--- src/rtl/pool_pkg.sv ---
// Shared types and default sizing for the 2x2 max-pool sequencer.
// FSM state encoding plus the pixel width, frame width and dimension-field width defaults.
// Holds no logic of its own.
package pool_pkg;

    typedef enum logic [1:0] {
        IDLE  = 2'd0,
        RUN   = 2'd1,
        DRAIN = 2'd2,
        DONE  = 2'd3
    } pool_state_t;

    localparam int M_DEF     = 16;
    localparam int MAX_W_DEF = 64;

    // A dimension field must hold the frame width itself, not just width-1.
    function automatic int dim_width(input int max_w);
        return $clog2(max_w + 1);
    endfunction

    localparam int DIMW_DEF = dim_width(MAX_W_DEF);

endpackage

--- src/rtl/pool_linebuf.sv ---
// Even-row pair-maximum store: DEPTH x M registers, indexed by pair number.
// Latency: write lands on the clock edge; read is combinational.
// Backpressure: none, one write and one read per cycle.
module pool_linebuf #(
    parameter int M     = 16,
    parameter int DEPTH = 32,
    parameter int IW    = 5
) (
    input  logic          clk,
    input  logic          wr_en,
    input  logic [IW-1:0] wr_idx,
    input  logic [M-1:0]  wr_dat,
    input  logic [IW-1:0] rd_idx,
    output logic [M-1:0]  rd_dat
);

    // Contents are deliberately left unreset; every entry is written on an
    // even row before any odd row reads it.
    logic [M-1:0] mem_q [DEPTH];

    always_ff @(posedge clk) begin
        if (wr_en) begin
            mem_q[wr_idx] <= wr_dat;
        end
    end

    assign rd_dat = mem_q[rd_idx];

endmodule

--- src/rtl/pool2x2_ctrl.sv ---
// 2x2/stride-2 max-pool sequencer for one channel; optional POOL_PERF_EN adds stall_cnt.
// Latency: odd-row pair's second pixel accepted at t -> out_valid from t+2; 1 pixel/cycle.
// Backpressure: in_ready drops only at an odd-row pair's second pixel while out_valid is stalled.
module pool2x2_ctrl
    import pool_pkg::*;
#(
    parameter int M     = M_DEF,
    parameter int MAX_W = MAX_W_DEF,
    parameter int DIMW  = DIMW_DEF
) (
    input  logic            clk,
    input  logic            Rst_n,
    input  logic            start,
    input  logic [DIMW-1:0] cfg_w,
    input  logic [DIMW-1:0] cfg_h,
    output logic            busy,
    output logic            done,
    input  logic [M-1:0]    in_data,
    input  logic            in_valid,
    output logic            in_ready,
    output logic [M-1:0]    ml_din,
    output logic            ml_valid_in,
    input  logic [M-1:0]    ml_result,
    input  logic            ml_valid_out,
    output logic [M-1:0]    out_data,
    output logic            out_valid,
    input  logic            out_ready
`ifdef POOL_PERF_EN
    ,
    output logic [15:0]     stall_cnt
`endif
);

    localparam int PW = $clog2(MAX_W / 2);

    pool_state_t     state_q, state_d;
    logic            drain_q, drain_d;
    logic [DIMW-1:0] col_q, col_d;
    logic [DIMW-1:0] row_q, row_d;
    logic [DIMW-1:0] w_q, w_d;
    logic [DIMW-1:0] h_q, h_d;
    logic            busy_q, busy_d;
    logic            done_q, done_d;
    logic [PW-1:0]   pend_p_q, pend_p_d;
    logic            pend_odd_q, pend_odd_d;
    logic [M-1:0]    out_data_q, out_data_d;
    logic            out_valid_q, out_valid_d;

    logic            accept;
    logic            last_col;
    logic            last_row;
    logic            drop;
    logic            lb_we;
    logic [M-1:0]    lb_rd;
    logic [M-1:0]    pooled;

    assign last_col = (col_q == w_q - DIMW'(1));
    assign last_row = (row_q == h_q - DIMW'(1));

    // The unpaired trailing column/row is withheld so maxline always sees even counts.
    assign drop = (w_q[0] && last_col) || (h_q[0] && last_row);

    assign in_ready    = (state_q == RUN) &&
                         !(row_q[0] && col_q[0] && out_valid_q && !out_ready);
    assign accept      = in_valid && in_ready;
    assign ml_valid_in = accept && !drop;
    assign ml_din      = ml_valid_in ? in_data : '0;

    always_comb begin
        state_d = state_q;
        drain_d = drain_q;
        col_d   = col_q;
        row_d   = row_q;
        w_d     = w_q;
        h_d     = h_q;
        case (state_q)
            IDLE: begin
                if (start) begin
                    w_d     = cfg_w;
                    h_d     = cfg_h;
                    col_d   = '0;
                    row_d   = '0;
                    state_d = (cfg_w == '0 || cfg_h == '0) ? DONE : RUN;
                end
            end
            RUN: begin
                if (accept) begin
                    if (last_col) begin
                        col_d = '0;
                        row_d = row_q + DIMW'(1);
                        if (last_row) begin
                            state_d = DRAIN;
                            drain_d = 1'b0;
                        end
                    end else begin
                        col_d = col_q + DIMW'(1);
                    end
                end
            end
            DRAIN: begin
                // Two cycles let the final maxline result land in out_data.
                drain_d = 1'b1;
                if (drain_q) begin
                    state_d = DONE;
                end
            end
            default: begin
                state_d = IDLE;
            end
        endcase
        busy_d = (state_d != IDLE);
        done_d = (state_d == DONE);
    end

    // maxline answers one cycle after the pair's second pixel, after the
    // counters have moved on, so the pair slot and row parity are captured here.
    assign lb_we  = ml_valid_out && !pend_odd_q;
    assign pooled = (lb_rd > ml_result) ? lb_rd : ml_result;

    always_comb begin
        pend_p_d    = pend_p_q;
        pend_odd_d  = pend_odd_q;
        out_data_d  = out_data_q;
        out_valid_d = out_valid_q && !out_ready;
        if (ml_valid_in) begin
            pend_p_d   = col_q[PW:1];
            pend_odd_d = row_q[0];
        end
        if (ml_valid_out && pend_odd_q) begin
            out_data_d  = pooled;
            out_valid_d = 1'b1;
        end
    end

    always_ff @(posedge clk or negedge Rst_n) begin
        if (!Rst_n) begin
            state_q     <= IDLE;
            drain_q     <= 1'b0;
            col_q       <= '0;
            row_q       <= '0;
            w_q         <= '0;
            h_q         <= '0;
            busy_q      <= 1'b0;
            done_q      <= 1'b0;
            pend_p_q    <= '0;
            pend_odd_q  <= 1'b0;
            out_data_q  <= '0;
            out_valid_q <= 1'b0;
        end else begin
            state_q     <= state_d;
            drain_q     <= drain_d;
            col_q       <= col_d;
            row_q       <= row_d;
            w_q         <= w_d;
            h_q         <= h_d;
            busy_q      <= busy_d;
            done_q      <= done_d;
            pend_p_q    <= pend_p_d;
            pend_odd_q  <= pend_odd_d;
            out_data_q  <= out_data_d;
            out_valid_q <= out_valid_d;
        end
    end

    assign busy      = busy_q;
    assign done      = done_q;
    assign out_data  = out_data_q;
    assign out_valid = out_valid_q;

    pool_linebuf #(
        .M     (M),
        .DEPTH (MAX_W / 2),
        .IW    (PW)
    ) u_linebuf (
        .clk    (clk),
        .wr_en  (lb_we),
        .wr_idx (pend_p_q),
        .wr_dat (ml_result),
        .rd_idx (pend_p_q),
        .rd_dat (lb_rd)
    );

`ifdef POOL_PERF_EN
    logic [15:0] stall_cnt_q, stall_cnt_d;

    always_comb begin
        stall_cnt_d = stall_cnt_q;
        if (state_q == IDLE && start) begin
            stall_cnt_d = '0;
        end else if (state_q == RUN && in_valid && !in_ready && stall_cnt_q != 16'hFFFF) begin
            stall_cnt_d = stall_cnt_q + 16'd1;
        end
    end

    always_ff @(posedge clk or negedge Rst_n) begin
        if (!Rst_n) begin
            stall_cnt_q <= '0;
        end else begin
            stall_cnt_q <= stall_cnt_d;
        end
    end

    assign stall_cnt = stall_cnt_q;
`endif

endmodule

--- config.mk ---
export PLATFORM = sky130hd
export DESIGN_NAME = pool2x2_ctrl
export DESIGN_NICKNAME = d
export VERILOG_FILES = /design/src/rtl/pool_pkg.sv /design/src/rtl/pool_linebuf.sv /design/src/rtl/pool2x2_ctrl.sv
export SDC_FILE = /design/constraint.sdc
export NUM_CORES = 1
export LEC_CHECK = 0
export CORE_ASPECT_RATIO = 1.4
export CORE_MARGIN = 5
export CORE_UTILIZATION = 60
export CTS_CLUSTER_SIZE = 10
export DETAILED_ROUTE_END_ITERATION = 8
export GPL_TIMING_DRIVEN = 1
export PLACE_DENSITY = 0.79
export REMOVE_ABC_BUFFERS = 1
export SLEW_MARGIN = 20
export SYNTH_ARGS = -nofsm -noshare
export SYNTH_HDL_FRONTEND = slang
export SYNTH_SLANG_ARGS = --single-unit
--- constraint.sdc ---
create_clock -name clk -period 4.4 [get_ports clk]
set_input_delay 0.88 -clock clk [delete_from_list [all_inputs] [get_ports clk]]
set_output_delay 0.88 -clock clk [all_outputs]
set_load 0.005 [all_outputs]
* Word level (Yosys, flattened, before mapping)
Memories as Yosys holds them, arrays and structs flattened.
Index checks and enable logic that the tools add are counted.
** Cells by class
- Eq/ne operators :: 9
- Reduce and logical (&&, ||, !) cells :: 27
- Mux-type cells :: 23
- $add $sub $neg :: 4
- Order comparisons :: 1
** Operators by type and width (number)
- $mux 7 :: 5
- $mux 16 :: 2
- $pmux 7 s2 :: 2
- $gt 16x16->1 :: 1
- $add 7x1->7 const B :: 2
- $eq 7x7->1 :: 2
- $logic_not 7->1 :: 2
- $sub 7x1->7 const B :: 2
- $mux 2 :: 6
- $logic_and 1x1->1 :: 11
- $ne 2x2->1 const B :: 4
- $reduce_and 4->1 :: 2
- $mux 1 :: 6
- $pmux 2 s3 :: 1
- $reduce_bool 2->1 :: 3
- $eq 2x2->1 const B :: 2
- $logic_not 1->1 :: 4
- $reduce_and 3->1 :: 1
- $eq 2x1->1 const B :: 1
- $logic_not 2->1 :: 1
- $logic_or 1x1->1 :: 2
- $pmux 1 s2 :: 1
- $reduce_and 2->1 :: 1
** Storage, ports and cells
- Memories :: 1
- Bits in writable memories :: 512
- Output and inout bits :: 37
- Logic and storage cells :: 77
- Input bits :: 52
- Register bits after elaboration :: 56
** Memories
- u_linebuf.mem_q :: words 32, bits a word 16, rd ports 1, clocked after Yosys merged registers in 0, wr ports 1, RTL line pool_linebuf.sv:19 : logic [M-1:0] mem_q [DEPTH];

* Depth between registers and ports, before layout
Gate-level depths: netlist (run 1).
- Depth in word-level cells :: 9
- Mapped depth :: 14
- Depth with buffers taken out :: 11

* Cells and area by module
From an unflattened synthesis (run 1), not the netlist that was laid out.
** Second synthesis, totals
- Cell total of the unflattened synthesis :: 1568
- Area total of the unflattened synthesis :: 24009.3 µm²
** By module, submodules not included
- pool_linebuf :: cells each 1127, area an instance 20215.6 µm², instances 1, sequential area each 15374.7 µm²
- pool2x2_ctrl :: cells each 441, area an instance 3793.6 µm², instances 1, sequential area each 1401.3 µm²

* Least setup slack after synthesis (run 1)
OpenSTA, ideal clock, no wires.
- Path kind :: flip-flop to flip-flop
- Start point :: register pend_p_q[0]
- End point :: register out_data_q[5], in the netlist out_data[5]
- Arrival time :: 3.841 ns
- Path slack :: 0.439 ns
- Library setup time :: 0.121 ns
- Stages on the path, launching flop included :: 13
- Required time :: 4.279 ns
- Buffers on the path :: 3
- Period minus slack after synthesis :: 3.961 ns
- Cells stage by stage :: dfrtp_1 -> clkbuf_1 -> buf_1 -> mux4_2 -> a22oi_1 -> nand4_1 -> ha_1 -> a21o_1 -> a221o_1 -> a221oi_2 -> nand2_1 -> clkbuf_1 -> a41o_1
** Between the ends
- Longest elaborated chain between the ends :: 3
** RTL lines
- from (decl) :: RTL line pool2x2_ctrl.sv:44 : logic [PW-1:0] pend_p_q, pend_p_d;
- from (signal assigned) :: RTL line pool2x2_ctrl.sv:158 : pend_p_q <= pend_p_d;
- $mem_v2 32x16 *
- $gt 16x16->1 :: RTL line pool2x2_ctrl.sv:118 : assign pooled = (lb_rd > ml_result) ? lb_rd : ml_result;
- $mux 16 * :: RTL line pool2x2_ctrl.sv:118
- to (signal assigned) :: RTL line pool2x2_ctrl.sv:160 : out_data_q <= out_data_d;
- to (decl) :: RTL line pool2x2_ctrl.sv:46 : logic [M-1:0] out_data_q, out_data_d;
Mark *: on every way between the ends. The rest lies on a longest branch, timed or not.
A chain may end at the register's enable or synchronous reset.

* Worst setup path in the final report (run 1)
- Start point :: register pend_p_q[0]
- End point :: register out_data_q[14], in the netlist out_data[14]
The elaborated chain is that of the path after synthesis.

==> results of run 1 <==
-- registers in the layout (all words and copies together) (netlist names) --
name,count
pend_p_q,5
busy,1
done,1
w_q,7
col_q,7
h_q,7
drain_q,1
row_q,7
pend_odd_q,1
out_data,16
out_valid,1
u_linebuf.mem_q,512
state_q,2
-- stage by stage --
step / worst slack [ps] / cell area (µm²)
5_1_grt: -1.531 / 27010
2_1_floorplan: -3951 / 22770
3_3_place_gp: 381.2 / 25110
3_5_place_dp: 299.8 / 25120
4_1_cts: 67.78 / 26980
6_report: 192.5 / 27010
-- layout make-up --
class / count / area [µm²]
clock buffers: 99 / 1797
clock inverters: 6 / 67.56
well taps: 478 / 598.1
repair buffers: 185 / 1742
flip-flops and latches: 568 / 16780
inverters: 30 / 112.6
multi-input cells: 553 / 5908
fillers: 2254 / 11280
-- cell usage after synthesis, types with 3 or more instances --
master,instances
ha_1,20
a22oi_1,65
a41o_1,31
o22ai_1,5
inv_1,30
nor3b_1,4
nand4b_1,3
a21oi_1,14
and2_1,21
o31ai_1,22
nand2b_1,3
nor2_1,42
clkbuf_1,47
a21o_1,6
nor2b_1,5
nor4_1,3
or4_1,7
xnor2_1,14
and3_1,5
nand4_1,19
mux4_2,128
buf_2,12
nand2_1,41
dfrtp_1,56
a31oi_1,5
nor3_1,9
or3_1,7
o21ai_0,12
mux2_2,12
mux2_4,3
nand3b_1,3
edfxtp_1,512
buf_1,13
nand3_1,11
-- metal layers --
layer	global-route usage, %	routed length (µm)	vias to the layer above
li1	-	-	5424
met1	36.79	20790	6768
met2	45.98	29580	924
met3	5.557	5928	191
met4	12.69	3058	0
met5	0	0	-
-- how the worst min path moves through the flow --
stage / end / slack (ps) / depth (start not counted)
after CTS: w_q[6] / 430 / 1
after detailed placement: drain_q / 500 / 1
after global placement: drain_q / 490 / 1
after floorplan: drain_q / 470 / 1
final: w_q[6] / 410 / 1
after global routing: pend_p_q[1] / 460 / 1
-- cell families after synthesis --
group | synth area share (%)
AOI/OAI and AO/OA | 6.053
xor gates and xnor gates | 0.6075
adders and majority gates | 1.085
buffers and inverters | 1.774
DFF | 72.73
muxes | 13.32
and+or+nand+nor | 4.432
-- timing repair --
item                                    CTS  global route
gates resized for setup                   0             1
setup buffers                             0             1
endpoints found under the setup margin    0            17
hold buffers                              0             0
-- worst max-delay path, cell delays in order, from the launching register on --
cell and delay (ps):
dfrtp_4 640, buf_12 250, buf_4 160, mux4_2 490, a22oi_1 340, nand4_1 340, ha_1 420, a211o_1 280
o221ai_1 280, nand2_1 450, a41o_1 400
-- power by group through the flow --
stage	Clock [mW]	Sequential (mW)	Combinational [mW]
CTS	4.87	6.64	4.50
global placement	0	6.72	4.31
floorplan	0	6.90	2.84
finish	4.84	6.63	4.58
detailed placement	0	6.74	4.43
global route	5.15	6.67	4.88
==> flow_metrics.py, run 1 <==
metrics = {
    "sta": {
        "fmax_mhz": 237.7,
        "period_minus_slack_ps": 4207,
        "fin_tns_setup_ps": 0,
        "post-route-period-util_pct": 95.62,
        "slew_headroom_pct": 30.35,
        "finalHoldViolCount": 0,
        "clock_skew_ps": 24.06,
        "setup_violations": 0,
        "slew_viol_final": 0,
        "tightest_slew_ps": 1045,
        "hold_ws_ps": 412.5,
    },
    "drt": {
        "drt_iter0_markers": 1704,
        "detail-route-antenna-nets": 0,
        "vias": 13310,
        "wl_per_cell_um": 30.93,
        "routed_wirelength_um": 59360,
        "drc": 0,
        "firstDrtPassIters": 7,
        "avgViaCountPerCell": 6.934,
    },
    "logic_synthesis": {
        "yosysSeqAreaShare_pct": 72.73,
        "netlist_area_mm2": 0.02307,
        "synth-edff-count": 512,
        "yosysWarnings": 0,
        "post-synth-top-area-cell": "edfxtp_1",
        "synth_area_per_cell_um2": 18.85,
        "netlist_instances": 1224,
        "postSynth.asyncResetShare_pct": 9.859,
        "yosysTopAreaCellShare_pct": 66.65,
        "ys_ff_latch": 568,
        "synth_ff_type": "edfxtp_1",
        "synthDistinctLibCells": 60,
        "synth_area_leaders": "edfxtp_1 (67%), mux4_2 (12%), dfrtp_1 (6.1%)",
    },
    "setup_path": {
        "ff2ff_path_depth": 10,
        "cp.required_ps": 4860,
        "worst-r2r-setup-slack_ps": 190,
        "crit_fanout": 18,
        "cp-start-kind": "flip-flop",
        "worstReg2RegEnd": "out_data[14]",
        "cp.arrival_ps": 4670,
        "critical_path.endpoint_type": "flip-flop",
        "crit_start": "pend_p_q[0]",
        "worstReg2RegStart": "pend_p_q[0]",
        "cp-endpoint": "out_data[14]",
        "crit_type": "flip-flop to flip-flop",
    },
    "power": {
        "p_leak_nw": 9.078,
        "switchingPower_mw": 4.779,
        "powerDensity_mw_per_mm2": 594.1,
        "sw_frac_of_total_pct": 29.78,
        "share_comb_of_total_power_pct": 28.5,
        "ir_drop_uv": 402.6,
        "intPower_mw": 11.27,
        "clock_power_share_pct": 30.1,
        "total_power_mw": 16.05,
        "seqPwrFrac_pct": 41.3,
    },
    "floorplanning": {
        "die_h_um": 242,
        "ios": 89,
        "coreArea_mm2": 0.03829,
        "die_area_mm2": 0.04252,
        "rows": 85,
        "start_util_pct": 60.25,
        "die_width_um": 175.7,
    },
    "clocking": {
        "cts.htree.levels": 3,
        "clockRootBuffer": "clkbuf_16",
        "clock_latency_ps": 580,
        "cts.sinks": 568,
        "tritoncts": "done",
        "clk_pin_slew_ps": 60,
        "cts_buffers": 66,
        "clk_path_buf_depth": 3,
    },
    "cells_and_area": {
        "utilization_pct": 70.54,
        "nets": 1476,
        "drive_gt1_share_pct": 23.04,
        "antenna_cells": 0,
        "final_common_cell": "edfxtp_1",
        "synthToLayoutAreaGrowth_pct": 17.09,
        "stdcell_count": 1919,
        "final_cell_mix": "edfxtp_1 (512), mux4_2 (128), clkdlybuf4s50_1 (87)",
    },
    "global_route": {
        "grt_pass1_wl_um": 88450,
        "grt_max_degree": 37,
        "groute.usage.overall_pct": 28.03,
        "overflow": 0,
        "grt_pass1_vias": 13900,
        "antenna_found_initial": 0,
    },
    "run_status": {
        "status": "complete, no violations",
    },
    "placement": {
        "io_buffers": 88,
        "dp_cells": 1813,
        "dp_hpwl_um": 36110,
        "place.gp.congestion": 0.9016,
    },
    "hold_path": {
        "hold_class": "primary input to asynchronous set/reset pin",
    },
    "job": {
        "cap_violations": 0,
    },
}
No activity file was read; power rests on OpenSTA's default activity.
==> run 2: changes to the inputs <==
--- a/config.mk
+++ b/config.mk
@@ -11,7 +11,7 @@
 export CTS_CLUSTER_SIZE = 10
 export DETAILED_ROUTE_END_ITERATION = 8
 export GPL_TIMING_DRIVEN = 1
-export PLACE_DENSITY = 0.79
+export PLACE_DENSITY = 0.82
 export REMOVE_ABC_BUFFERS = 1
 export SLEW_MARGIN = 20
 export SYNTH_ARGS = -nofsm -noshare
==> run 2 against run 1 <==
  * Core utilization shrank 0.13 points
  * Final cell count shrank 0.73%
  * Global-route usage grew 0.69 points
  * Non-clock buffer count shrank 5
  * Critical path depth shrank 1
  * Register-to-register slack lost 140 ps
  * Worst hold slack lost 70 ps
==> flow_metrics.py, run 2 (synthesis results as in run 1) <==
metrics = {
    "run_status": {
        "status": "complete, no violations",
    },
    "cells_and_area": {
        "nets": 1472,
        "top_register": "u_linebuf.mem_q",
        "antenna_cells": 0,
        "drive_gt1_share_pct": 23.06,
        "final_cell_mix": "edfxtp_1 (512), mux4_2 (128), clkdlybuf4s50_1 (87)",
        "n_fill_cell": 2240,
        "final_common_cell": "edfxtp_1",
        "largest_reg_flops": 512,
        "synthToLayoutAreaGrowth_pct": 16.86,
        "stdcell_count": 1905,
    },
    "sta": {
        "clock_skew_ps": 32.00,
        "slew_headroom_pct": 28.06,
        "post-route-period-util_pct": 98.87,
        "slew_viol_final": 0,
        "setup_violations": 0,
        "hold_ws_ps": 342.3,
        "setup_slack_ps": 49.56,
        "tightest_slew_ps": 1079,
        "finalHoldViolCount": 0,
        "fin_tns_setup_ps": 0,
        "period_minus_slack_ps": 4350,
        "fmax_mhz": 229.9,
        "rsz0062_at_grt": "no",
    },
    "power": {
        "share_comb_of_total_power_pct": 28.3,
        "powerDensity_mw_per_mm2": 596.4,
        "ir_drop_uv": 399.8,
        "switchingPower_mw": 4.738,
        "p_leak_nw": 9.057,
        "clock_power_share_pct": 30.3,
        "sw_frac_of_total_pct": 29.47,
        "intPower_mw": 11.34,
        "total_power_mw": 16.08,
        "seqPwrFrac_pct": 41.3,
    },
    "clocking": {
        "clk_pin_slew_ps": 50,
        "cts_buffers": 67,
        "clk_path_buf_depth": 3,
        "cts.sinks": 568,
        "clockRootBuffer": "clkbuf_16",
        "cts.htree.levels": 3,
        "clock_latency_ps": 580,
        "tritoncts": "done",
    },
    "placement": {
        "dp_hpwl_um": 36720,
        "io_buffers": 88,
        "dp_cells": 1797,
        "dp_slack_ps": 281.9,
        "place.gp.congestion": 0.8939,
    },
    "drt": {
        "detail-route-antenna-nets": 0,
        "vias": 13470,
        "firstDrtPassIters": 5,
        "drt_iter0_markers": 1934,
        "avgViaCountPerCell": 7.073,
        "routed_wirelength_um": 60510,
        "wl_per_cell_um": 31.76,
        "drc": 0,
    },
    "global_route": {
        "overflow": 0,
        "groute.usage.overall_pct": 28.73,
        "grt_pass1_wl_um": 89750,
        "grt_pass1_vias": 13710,
        "antenna_found_initial": 0,
        "grt_max_degree": 43,
    },
    "setup_path": {
        "crit_fanout": 16,
        "worst-r2r-setup-slack_ps": 50,
        "worstReg2RegStart": "pend_p_q[3]",
        "critical_path.endpoint_type": "flip-flop",
        "cp-start-kind": "flip-flop",
        "ff2ff_path_depth": 9,
        "crit_start": "pend_p_q[3]",
        "cp.required_ps": 4850,
        "worstReg2RegEnd": "out_data[6]",
        "cp.arrival_ps": 4800,
        "crit_type": "flip-flop to flip-flop",
    },
    "hold_path": {
        "hold_class": "primary input to asynchronous set/reset pin",
    },
    "floorplanning": {
        "ios": 89,
        "die_width_um": 175.7,
        "die_h_um": 242,
        "die_area_mm2": 0.04252,
        "start_util_pct": 60.25,
        "rows": 85,
        "coreArea_mm2": 0.03829,
    },
    "job": {
        "cap_violations": 0,
    },
}
run 2: final cells by class:
class | count | area [µm²] | share of cell area, %
sequential | 568 | 16780 | 62.26
multi-input combinational | 553 | 5914 | 21.94
clock buffer | 93 | 1859 | 6.897
timing repair buffer | 180 | 1667 | 6.182
tap | 478 | 598.1 | 2.219
inverter | 30 | 112.6 | 0.4177
clock inverter | 3 | 22.52 | 0.08355
run 2: power groups by stage:
| stage | clock, mW | sequential, mW | combinational [mW] |
|---|---|---|---|
| 3_5_place_dp | 0 | 6.74 | 4.36 |
| 6_report | 4.88 | 6.64 | 4.56 |
| 2_1_floorplan | 0 | 6.90 | 2.84 |
| 5_1_grt | 5.18 | 6.67 | 4.85 |
| 3_3_place_gp | 0 | 6.72 | 4.27 |
| 4_1_cts | 4.92 | 6.65 | 4.44 |
run 2: how the worst max path moves through the flow:
stage	slack, ps	cells past startpoint	end
2_1_floorplan	-3950	9	out_data[10]
3_3_place_gp	260	9	out_data[11]
3_5_place_dp	280	9	out_data[6]
4_1_cts	100	7	ml_din[5]
5_1_grt	2	7	ml_din[5]
6_report	50	9	out_data[6]
run 2: what timing repair did:
action,in CTS,in global routing
hold buffers,0,0
endpoints found under the setup margin,0,30
gates resized for setup,0,2
buffers inserted,0,12
run 2: per-stage QoR:
| stage | util, % | area [µm²] |
|---|---|---|
| after floorplan | - | 22770 |
| final | 70.41 | 26960 |
| after global routing | 70.41 | 26960 |
| after detailed placement | 65.21 | 24970 |
| after CTS | 70.13 | 26850 |
| after global placement | 65.21 | 24970 |
run 2: layer usage:
layer | global-route usage (%) | up-vias | wire length (µm) | part of all wire, %
li1 | - | 5410 | - | -
met1 | 37.18 | 6848 | 20480 | 34
met2 | 47.66 | 1024 | 30620 | 51
met3 | 5.729 | 192 | 6248 | 10
met4 | 12.90 | 0 | 3156 | 5.2
met5 | 0 | - | 0 | 0
run 2: critical path, cell delays in order (launching register included):
cell and delay, ps:
dfrtp_1 700, and3_1 980, a22oi_1 320, nand4_1 300, ha_1 300, and3_1 200
a221o_1 320, a221oi_2 300, nand2_1 420, a41o_1 390
==> run 3: changes to the inputs <==
--- a/config.mk
+++ b/config.mk
@@ -6,7 +6,7 @@
 export NUM_CORES = 1
 export LEC_CHECK = 0
 export CORE_ASPECT_RATIO = 1.4
-export CORE_MARGIN = 5
+export CORE_MARGIN = 1.5
 export CORE_UTILIZATION = 60
 export CTS_CLUSTER_SIZE = 10
 export DETAILED_ROUTE_END_ITERATION = 8
==> run 3 against run 2 <==
  * Clock skew is 11 ps lower
  * Total power is 1.4% higher
  * Clock power hardly changed
  * Sequential share of layout area is 0.26 points lower
  * Combinational power is 5.0% higher
  * Critical path type is now flip-flop to output pin
==> flow_metrics.py, run 3 (synthesis results as in run 1) <==
metrics = {
    "clocking": {
        "cts.htree.levels": 3,
        "cts.sinks": 568,
        "tritoncts": "done",
        "clk_pin_slew_ps": 50,
        "ctsHoldBuffers": 0,
        "clock_latency_ps": 590,
        "clockRootBuffer": "clkbuf_16",
        "cts_buffers": 66,
        "clk_path_buf_depth": 3,
    },
    "setup_path": {
        "worstReg2RegEnd": "out_data[1]",
        "worst-r2r-setup-slack_ps": 210,
        "cp_slowest_cell": "clkdlybuf4s50_1",
        "critical_path.top_delay_family": "compound AO/OA/AOI/OAI gates",
        "critical_path.endpoint_type": "output pin",
        "cp-start-kind": "flip-flop",
        "ff2ff_path_depth": 13,
        "crit_buf_inv": 2,
        "worstReg2RegStart": "pend_p_q[0]",
        "cp.arrival_ps": 3320,
        "crit_fanout": 23,
        "cp.required_ps": 3520,
        "path_cells": "inv_1 -> ha_1 -> nor4b_2 -> a41o_1 -> a21o_1 -> o2111ai_2 -> o221a_4 -> and2_1 -> clkdlybuf4s50_1",
        "crit_type": "flip-flop to output pin",
        "slowest_delay_ps": 460,
    },
    "floorplanning": {
        "die_area_mm2": 0.03965,
        "rows": 84,
        "start_util_pct": 61.14,
        "die_width_um": 168.7,
        "coreArea_mm2": 0.03773,
        "die_h_um": 235,
        "ios": 89,
    },
    "global_route": {
        "grt_pass1_vias": 13710,
        "antenna_found_initial": 2,
        "grt_pass1_wl_um": 89420,
        "grt_max_degree": 41,
        "overflow": 0,
        "groute.usage.overall_pct": 31.88,
    },
    "drt": {
        "vias": 13650,
        "detail-route-antenna-nets": 0,
        "avgViaCountPerCell": 7.094,
        "firstDrtPassIters": 5,
        "drc": 0,
        "drt_iter0_markers": 1724,
        "wl_per_cell_um": 32.04,
        "routed_wirelength_um": 61650,
    },
    "sta": {
        "post-route-period-util_pct": 95.47,
        "tightest_slew_ps": 912.6,
        "fmax_mhz": 238.1,
        "slew_headroom_pct": 38.93,
        "slew_viol_final": 0,
        "clock_skew_ps": 20.82,
        "rsz0062_at_grt": "no",
        "setup_violations": 0,
        "finalHoldViolCount": 0,
        "setup_slack_ps": 199.4,
        "period_minus_slack_ps": 4201,
        "fin_tns_setup_ps": 0,
    },
    "run_status": {
        "status": "complete, no violations",
    },
    "placement": {
        "dp_slack_ps": 168.1,
        "dp_hpwl_um": 37880,
        "place.gp.congestion": 0.8885,
        "io_buffers": 88,
        "postPlaceCellArea_mm2": 0.02516,
    },
    "cells_and_area": {
        "nets": 1489,
        "largest_reg_flops": 512,
        "stdcell_area_mm2": 0.02707,
        "final_common_cell": "edfxtp_1",
        "final_cell_mix": "edfxtp_1 (512), mux4_2 (128), buf_4 (103)",
        "top_register": "u_linebuf.mem_q",
        "synthToLayoutAreaGrowth_pct": 17.36,
        "drive_gt1_share_pct": 23.86,
        "n_fill_cell": 2184,
    },
    "job": {
        "cap_violations": 0,
    },
    "hold_path": {
        "hold_class": "primary input to asynchronous set/reset pin",
    },
    "power": {
        "powerDensity_mw_per_mm2": 602.3,
        "ir_drop_uv": 403.9,
        "p_leak_nw": 9.136,
    },
}
run 3: cell count changes in the layout (fill, tap and decap cells not counted), sizes merged:
cell,change
clkbuf,+4
clkinv,+2
diode,+1
buf,+17
run 3: layout make-up:
| type | instances | area, µm² | area share, % |
|---|---|---|---|
| well taps | 473 | 591.8 | 2.186 |
| multi-input cells | 553 | 5914 | 21.85 |
| repair buffers | 198 | 1794 | 6.628 |
| diodes | 1 | 2.502 | 0.009243 |
| flip-flops and latches | 568 | 16780 | 62.00 |
| clock buffers | 96 | 1807 | 6.674 |
| inverters | 30 | 112.6 | 0.4160 |
| clock inverters | 5 | 66.31 | 0.2450 |
run 3: per-stage QoR:
stage | instances | total power, mW | hold WS (ps) | util [%]
after floorplan | 1151 | 9.738 | 472.3 | -
after CTS | 1922 | 16.27 | 364.1 | 71.64
final | 1924 | 16.31 | 357.0 | 71.75
after global routing | 1923 | 16.86 | 432.9 | 71.74
after global placement | 1821 | 11.26 | 489.6 | 66.67
after detailed placement | 1821 | 11.38 | 501.1 | 66.67
run 3: worst reg2reg max path, cell delays in order (launching register included):
cell	delay, ps
dfrtp_4	650
buf_12	230
buf_4	190
buf_4	210
mux4_2	510
a22oi_1	410
nand4_1	230
ha_1	380
and4_1	220
and3_1	200
o221ai_1	140
buf_4	240
a41o_1	260
a41o_1	200
run 3: worst max path at each step:
stage / startpoint / end / slack [ps] / cells after the start
floorplan: pend_p_q[0] / out_data[10] / -3950 / 9
global placement: pend_p_q[0] / out_data[4] / 190 / 13
detailed placement: pend_p_q[0] / out_data[14] / 170 / 13
CTS: h_q[2] / ml_din[10] / 30 / 7
global route: h_q[2] / ml_din[10] / 20 / 7
finish: w_q[0] / ml_din[10] / 200 / 9
run 3: what timing repair did:
item	4_1_cts	5_1_grt
endpoints found under the setup margin	0	32
gates resized for setup	0	2
buffers inserted	0	1
run 3: report_power, final:
part	total (mW)	internal [mW]	switching [mW]
Clock	4.88	2.83	2.05
Sequential	6.64	6.26	0.379
Combinational	4.79	2.27	2.52
run 3: layer usage:
metal | share of wire, % | GRT usage (%)
met1 | 33 | 39.83
met4 | 6.6 | 19.67
met2 | 50 | 52.18
met3 | 9.8 | 5.659
met5 | 0.021 | 0
